[src/rtl/psg_filter_pkg.sv]
// Shared constants and types for the PSG filter coefficient loader.
// CPU register map, control bit positions, loader FSM states and coefficient word.
package psg_filter_pkg;
    localparam int COEF_W = 13;

    localparam logic [4:0] ADDR_CTRL = 5'd16;
    localparam logic [4:0] ADDR_STAT = 5'd17;

    localparam int COMMIT  = 0;
    localparam int ERR_CLR = 1;

    typedef enum logic [1:0] {
        IDLE      = 2'd0,
        WAIT_SYNC = 2'd1,
        LOAD      = 2'd2
    } state_e;

    typedef logic [COEF_W-1:0] coef_t;
endpackage

[src/rtl/psg_filter_coef_loader_seq.sv]
// Free-running sample-phase counter with load-sync and capture decodes.
// Decodes are combinational from the registered count; no backpressure.
module psg_sample_seq #(
    parameter int TAPS    = 16,
    parameter int CNT_MAX = 255
) (
    input  logic       clk,
    input  logic       rst,
    output logic [7:0] cnt_o,
    output logic       sync_o,
    output logic       cap_o
);
    logic [7:0] cnt_q, cnt_d;

    always_comb begin
        cnt_d = (cnt_q == 8'(CNT_MAX)) ? 8'd0 : cnt_q + 8'd1;
    end

    always_ff @(posedge clk) begin
        if (rst) cnt_q <= '0;
        else     cnt_q <= cnt_d;
    end

    assign cnt_o  = cnt_q;
    assign sync_o = (cnt_q == 8'(TAPS - 1));
    assign cap_o  = (cnt_q == 8'd1);
endmodule

[src/rtl/psg_filter_coef_loader.sv]
// CPU shadow of the FIR taps, streamed into the filter during the idle phase after commit.
// Read data 1 cycle; load waits up to CNT_MAX+1 clocks for sync, then TAPS writes.
module psg_filter_coef_loader
    import psg_filter_pkg::*;
#(
    parameter int TAPS    = 16,
    parameter int CNT_MAX = 255
) (
    input  logic        clk,
    input  logic        rst,
    input  logic        cpu_we,
    input  logic [4:0]  cpu_addr,
    input  logic [12:0] cpu_din,
    output logic [12:0] cpu_dout,
    output logic [7:0]  cnt,
    output logic        f_wr,
    output logic [3:0]  f_adr,
    output logic [12:0] f_din,
    input  logic [14:0] f_o,
    output logic [14:0] smp_o,
    output logic        smp_valid,
    output logic        busy
);
    localparam int IW = $clog2(TAPS);

    logic        sync, cap;
    coef_t       shadow_q [TAPS];
    state_e      state_q, state_d;
    logic        busy_q, busy_d;
    logic        err_q, err_d;
    logic        f_wr_q, f_wr_d;
    logic [3:0]  f_adr_q, f_adr_d, adr_inc;
    coef_t       f_din_q, f_din_d;
    coef_t       cpu_dout_q, cpu_dout_d;
    logic [14:0] smp_q;
    logic        smp_vld_q;

    logic is_tap, shadow_we, ctrl_we, commit, err_clr, err_set;

    psg_sample_seq #(.TAPS(TAPS), .CNT_MAX(CNT_MAX)) u_seq (
        .clk    (clk),
        .rst    (rst),
        .cnt_o  (cnt),
        .sync_o (sync),
        .cap_o  (cap)
    );

    assign is_tap    = (cpu_addr < 5'(TAPS));
    assign shadow_we = cpu_we && is_tap && !busy_q;
    assign ctrl_we   = cpu_we && (cpu_addr == ADDR_CTRL);
    assign commit    = ctrl_we && cpu_din[COMMIT];
    assign err_clr   = ctrl_we && cpu_din[ERR_CLR];
    // Any tap write or commit that arrives mid-load is lost; flag it to software.
    assign err_set   = busy_q && ((cpu_we && is_tap) || commit);
    assign adr_inc   = f_adr_q + 4'd1;

    always_comb begin
        err_d = err_q;
        if (err_clr) err_d = 1'b0;
        if (err_set) err_d = 1'b1;
    end

    // Address 0 is issued on the sync edge so the writes occupy cnt = TAPS..2*TAPS-1.
    always_comb begin
        state_d = state_q;
        busy_d  = busy_q;
        f_wr_d  = 1'b0;
        f_adr_d = f_adr_q;
        f_din_d = f_din_q;
        case (state_q)
            IDLE: begin
                if (commit) begin
                    state_d = WAIT_SYNC;
                    busy_d  = 1'b1;
                end
            end
            WAIT_SYNC: begin
                if (sync) begin
                    state_d = LOAD;
                    f_wr_d  = 1'b1;
                    f_adr_d = 4'd0;
                    f_din_d = shadow_q[0];
                end
            end
            LOAD: begin
                if (f_adr_q == 4'(TAPS - 1)) begin
                    state_d = IDLE;
                    busy_d  = 1'b0;
                end else begin
                    f_wr_d  = 1'b1;
                    f_adr_d = adr_inc;
                    f_din_d = shadow_q[adr_inc[IW-1:0]];
                end
            end
            default: state_d = IDLE;
        endcase
    end

    always_comb begin
        cpu_dout_d = '0;
        if (is_tap)                      cpu_dout_d = shadow_q[cpu_addr[IW-1:0]];
        else if (cpu_addr == ADDR_STAT)  cpu_dout_d = {11'd0, err_q, busy_q};
    end

    always_ff @(posedge clk) begin
        if (rst) begin
            for (int i = 0; i < TAPS; i++) shadow_q[i] <= '0;
        end else if (shadow_we) begin
            shadow_q[cpu_addr[IW-1:0]] <= cpu_din;
        end
    end

    always_ff @(posedge clk) begin
        if (rst) begin
            state_q    <= IDLE;
            busy_q     <= 1'b0;
            err_q      <= 1'b0;
            f_wr_q     <= 1'b0;
            f_adr_q    <= '0;
            f_din_q    <= '0;
            cpu_dout_q <= '0;
            smp_q      <= '0;
            smp_vld_q  <= 1'b0;
        end else begin
            state_q    <= state_d;
            busy_q     <= busy_d;
            err_q      <= err_d;
            f_wr_q     <= f_wr_d;
            f_adr_q    <= f_adr_d;
            f_din_q    <= f_din_d;
            cpu_dout_q <= cpu_dout_d;
            smp_vld_q  <= cap;
            if (cap) smp_q <= f_o;
        end
    end

    assign cpu_dout  = cpu_dout_q;
    assign f_wr      = f_wr_q;
    assign f_adr     = f_adr_q;
    assign f_din     = f_din_q;
    assign smp_o     = smp_q;
    assign smp_valid = smp_vld_q;
    assign busy      = busy_q;
endmodule

[config.mk]
export PLATFORM = sky130hd
export DESIGN_NAME = psg_filter_coef_loader
export DESIGN_NICKNAME = d
export VERILOG_FILES = /design/src/rtl/psg_filter_pkg.sv /design/src/rtl/psg_filter_coef_loader_seq.sv /design/src/rtl/psg_filter_coef_loader.sv
export SDC_FILE = /design/constraint.sdc
export NUM_CORES = 1
export LEC_CHECK = 0
export CAP_MARGIN = 25
export CORE_UTILIZATION = 35
export CTS_BUF_LIST = sky130_fd_sc_hd__clkbuf_8
export DETAILED_ROUTE_END_ITERATION = 6
export PLACE_DENSITY_LB_ADDON = 0.2
export SKIP_CTS_REPAIR_TIMING = 1
export SLEW_MARGIN = 30
export SYNTH_ARGS = -nofsm -noshare
export SYNTH_HDL_FRONTEND = slang
export SYNTH_HIERARCHICAL = 1
export SYNTH_SLANG_ARGS = --single-unit
[constraint.sdc]
create_clock -name clk -period 3.6 [get_ports clk]
set_clock_uncertainty 0.05 [all_clocks]
set_input_delay 0.72 -clock clk [delete_from_list [all_inputs] [get_ports clk]]
set_output_delay 0.72 -clock clk [all_outputs]
set_load 0.02 [all_outputs]
**Word-level counts from Yosys, hierarchy flattened**

Memories as Yosys holds them, arrays and structs flattened.
Index checks and enable logic that the tools add are counted.

- Add/sub/neg operators: 2
- Order comparisons: 1
- Equal/unequal tests: 12
- Muxes and demuxes: 28
- Reduce and logical (&&, ||, !) cells: 17

Operators with widths:

| kind | count |
|---|---|
| $mux 13 | 4 |
| $pmux 13 s2 | 1 |
| $reduce_or 13->1 | 1 |
| $mux 1 | 12 |
| $mux 4 | 3 |
| $eq 5x5->1 const B | 2 |
| $reduce_and 3->1 | 3 |
| $add 8x1->8 const B | 1 |
| $eq 8x1->1 const B | 1 |
| $eq 8x4->1 const B | 1 |
| $eq 8x8->1 const B | 1 |
| $mux 2 | 4 |
| $ne 2x2->1 const B | 4 |
| $pmux 4 s2 | 1 |
| $logic_and 1x1->1 | 6 |
| $pmux 2 s3 | 1 |
| $reduce_bool 2->1 | 3 |
| $lt 5x5->1 const B | 1 |
| $add 4x1->4 const B | 1 |
| $eq 4x4->1 const B | 1 |
| $pmux 1 s2 | 2 |
| $eq 2x1->1 const B | 1 |
| $eq 2x2->1 const B | 1 |
| $logic_not 2->1 | 1 |
| 3 further kinds | 3 |

- Flip-flop bits (word level): 59
- RAM bits: 208
- Input bits: 36
- Output and inout port bits: 56
- Memories: 1

Memory list:

| name | depth | width | read ports | clocked after memory_dff | write ports | line | source |
|---|---|---|---|---|---|---|---|
| shadow_q | 16 | 13 | 3 | 0 | 16 | psg_filter_coef_loader.sv:27 | `coef_t shadow_q [TAPS];` |

**Longest topological paths before layout**

- Depth in word-level cells: 8
- Gate-level depth with buffers: 9

**By module**

Netlist, hierarchy kept.

Modules (own cells, without submodules):

| module | instances | cells an instance | area each (µm²) |
|---|---|---|---|
| psg_filter_coef_loader | 1 | 930 | 13244.0 |
| psg_sample_seq | 1 | 41 | 370.4 |

**Worst setup path before layout**

No wires, ideal clock.

- Path type: flip-flop to flip-flop
- From: register u_seq.cnt_q[4], in the netlist u_seq/cnt_o[4]
- To: register f_din_q[0], in the netlist f_din[0]
- Library setup time: 0.091 ns
- Data arrival time: 2.200 ns
- Setup slack: 1.260 ns
- Cell stages (with the launch flop): 8
- Buffers on the path: 1
- Period minus slack after synthesis: 2.340 ns
- Cell sequence: dfxtp_1 > or4_4 > nor2_1 > mux2i_1 > nor2_1 > clkbuf_1 > nand3_1 > a311oi_1

- Word-level cells in the longest chain between the ends: 3

Ends and longest elaborated chain:

| element | line | source |
|---|---|---|
| from (decl) | psg_filter_coef_loader_seq.sv:13 | `logic [7:0] cnt_q, cnt_d;` |
| from (signal assigned) | psg_filter_coef_loader_seq.sv:21 | `else cnt_q <= cnt_d;` |
| $eq 8x4->1 | psg_filter_coef_loader_seq.sv:25 | `assign sync_o = (cnt_q == 8'(TAPS - 1));` |
| named net sync | psg_filter_coef_loader.sv:26 | `logic sync, cap;` |
| $ne 2x2->1 (no source line) | n/a |  |
| $reduce_and 3->1 (no source line) | n/a |  |
| to (signal assigned) | psg_filter_coef_loader.sv:130 | `f_din_q <= f_din_d;` |
| to (decl) | psg_filter_coef_loader.sv:33 | `coef_t f_din_q, f_din_d;` |

The timed path passes the listed nets, and every way through them passes these cells.
A chain may end at the register's enable or synchronous reset.

**Worst setup path in the final report**

- From: register f_adr_q[0], in the netlist f_adr[0]
- To: output f_adr[0]

RTL lines:

| element | line | source |
|---|---|---|
| from (decl) | psg_filter_coef_loader.sv:32 | `logic [3:0] f_adr_q, f_adr_d, adr_inc;` |
| from (signal assigned) | psg_filter_coef_loader.sv:129 | `f_adr_q <= f_adr_d;` |
| to (decl) | psg_filter_coef_loader.sv:17 | `output logic [3:0] f_adr,` |

No word-level cell between the ends.

==> results.md <==
- Critical setup path kind: reg2out
- NetSw: 1.70 mW
- Area occupied by multi-input gates: 5810 sq um
- Crit share post-route: 0.789
- Ranking of synthesized cells by instance count: and2_1 (209), edfxtp_1 (208), mux4_2 (100)
- DPL Wire Length: 27,300 um
- CTS tree: done
- Mapped Cells: slightly below 1,000
- Leak: 5.74 nW
- Data arrival, critical path: 2.07 ns
- Final Hold Fails: 0
- Req. time, crit path: between 2 and 3 ns
- Post-synthesis compound-gate area fraction: 0.0401
- Switching fraction of total power: 0.249
- Post-synth top area share: 0.459
- Slew Limit Fails: 0
- Sequential share of power: 0.514
- Clock root buffer: clkbuf_8
- # IOs: 92
- Max-slew headroom: 0.390
- FILL cells: ~3,500
- Gr usage total: 0.203
- Hold WS: 0.432 ns
- RSZ-0062 raised after global routing: false
- Port-buffer cells: 91
- Placed cells: 1,525
- Post-synthesis mux area share: 0.215
- Die footprint: 39,700 sq um
- Comb pwr share: 0.090
- Final TNS setup: 0 ns
- Area grow syn2layout: 17.3%
- DRT Pass-1 Iters: 5
- Largest cells by area after synthesis: edfxtp_1 (46%), mux4_2 (17%), and2_1 (9.6%)
- Largest family of logic cells by synthesized area: multiplexers
- Endpoint class of the critical path: output port
- TritonCTS Buffers: 47
- Initial Util: 0.359
- H-tree levels: 2
- Placeable Area: 37,900 sq um
- Post-Layout Cell Count: 1,612
- Max Cap Viol: 0
- Post-synth EDFFs: 208
- First-pass GRT wire length: around 58,000 um
- Synth Register Bits: 267
- Cell accounting for the most synthesized area: edfxtp_1
- Internal: 5.12 mW
- Seq/Total Area, Yosys: 0.546
- Syn Area/Cell: 14.0 sq um
- Maximum vdd drop: 0.000191 V
- Post-synth cell types: 49
- Clock transition at path regs: 0.06 ns
- Largest net degree at the start of global routing: 66
- Die width: 199 um
- Row cnt: a little over 70
- Routability congestion estimate: around 0.82
- Outcome: finished clean
- DR DRC count: 0
- Vias per cell: 5.46
- Sink Count: 267
- DR vias: between 8,000 and 9,000
- Top-count cell post-synth: and2_1
- Post-synthesis adder-cell area fraction: 0.00735
- Nets: 1,107
- Vias in the first global route: just under 9,000
- Clock Power Share: 0.396
- Drt wl/cell: 24.6 um
- Xor/xnor share of the synthesized area: 0.00257
- Antenna violations before repair: 1
- WL final: 39,600 um
- Max clock buf depth: 3
- Die Span Y: 199 um
- Antenna-violating nets left: 0
- Simple-gate share of the synthesized area: 0.158
- Syn Nets: 1,015
- Drt first-iter violations: 876
- Startpoint Class: flip-flop
- Cell area after synthesis: ~14,000 sq um
- Final min period: 2.84 ns
- Max FO, Critical Path: 31
- Share of layout cells above drive strength 1: 0.230
- Yosys warning count: 6
- Worst Hold Class: reg2reg
- Global route overflow: 0
- Post-synth ARST share: 0
- FMAX: 352 MHz
- Pwr Density: 427 nW/um^2
- Final setup violating endpoints: 0
- Ys flop type: edfxtp_1
- Register area: 7430 sq um
- Skew-Pair Late Insertion Delay: about 0.57 ns
- Worst slew pin tran: 0.912 ns
[placed cells by master, fill, tap and decap left out, drive strengths merged, types with 14 or more instances in the layout]
cell type,synthesis,final
a311oi,14,14
a32oi,14,14
and2,209,209
buf,38,37
clkbuf,43,50
clkdlybuf4s50,0,87
clkinv,0,16
dfxtp,59,59
edfxtp,208,208
inv,7,24
mux2i,53,53
mux4,100,100
nand3,37,37
nor2,40,40
or2,31,31
[power by group through the flow]
stage               logic [mW]  registers [mW]  clock network [mW]
floorplan                0.334            3.56                   0
global placement         0.614            3.56                   0
detailed placement       0.616            3.56                   0
CTS                      0.619            3.50                2.76
global route             0.654            3.51                2.90
finish                   0.613            3.50                2.70
[cells by family after synthesis]
| family | Yosys count |
|---|---|
| and+or+nand+nor | 366 |
| adders and majority gates | 8 |
| AOI/OAI and AO/OA | 72 |
| muxes | 166 |
| xor gates and xnor gates | 4 |
| buffers and inverters | 88 |
| DFF | 267 |
[worst paths after layout]
check                           from                     to  slack (ns)  cells past startpoint
max            f_adr[0]$_SDFFE_PP0P_               f_adr[0]        0.76                      2
min               err_q$_SDFFE_PP0P_     err_q$_SDFFE_PP0P_        0.43                      2
max reg2reg  state_q[0]$_SDFFE_PP0P_  f_din[6]$_SDFFE_PP0P_        0.82                      6
min reg2reg       err_q$_SDFFE_PP0P_     err_q$_SDFFE_PP0P_        0.43                      2
[metal layers]
layer  up-vias  global-route usage  share of wire
met3        85              0.0327          0.068
li1       3882                   -              -
met5         -                   0              0
met4         0              0.0877          0.039
met2       374               0.314           0.45
met1      4463               0.281           0.44
[worst max-delay path, cell delays in order (launching register included)]
cell	delay, ns
dfxtp_2	0.35
buf_4	0.45
clkdlybuf4s50_1	0.70
[final cells by class]
type / count / area share
clock inverter: 36 / 0.0128
antenna: 1 / 0.000157
inverter: 7 / 0.00164
clock buffer: 50 / 0.0431
sequential: 267 / 0.465
tap: 511 / 0.0400
timing repair buffer: 124 / 0.0738
multi-input combinational: 616 / 0.364
[state kept, by name, indices dropped and copies added, names as in the netlist]
signal       cells
smp_o           15
cpu_dout        13
f_adr            4
u_seq/cnt_o      8
f_wr             1
state_q          2
f_din           13
busy             1
shadow_q       208
err_q            1
smp_valid        1
[per-stage QoR]
stage	total power, mW	setup WS (ns)	instance area [sq um]	util
global route	7.06	0.579	16000	0.421
global placement	4.17	0.647	15100	0.398
finish	6.81	0.760	16000	0.421
CTS	6.88	0.704	16000	0.421
floorplan	3.89	1.26	13600	-
detailed placement	4.18	0.622	15100	0.398
Note: power is estimated with default switching activity, not from simulation.
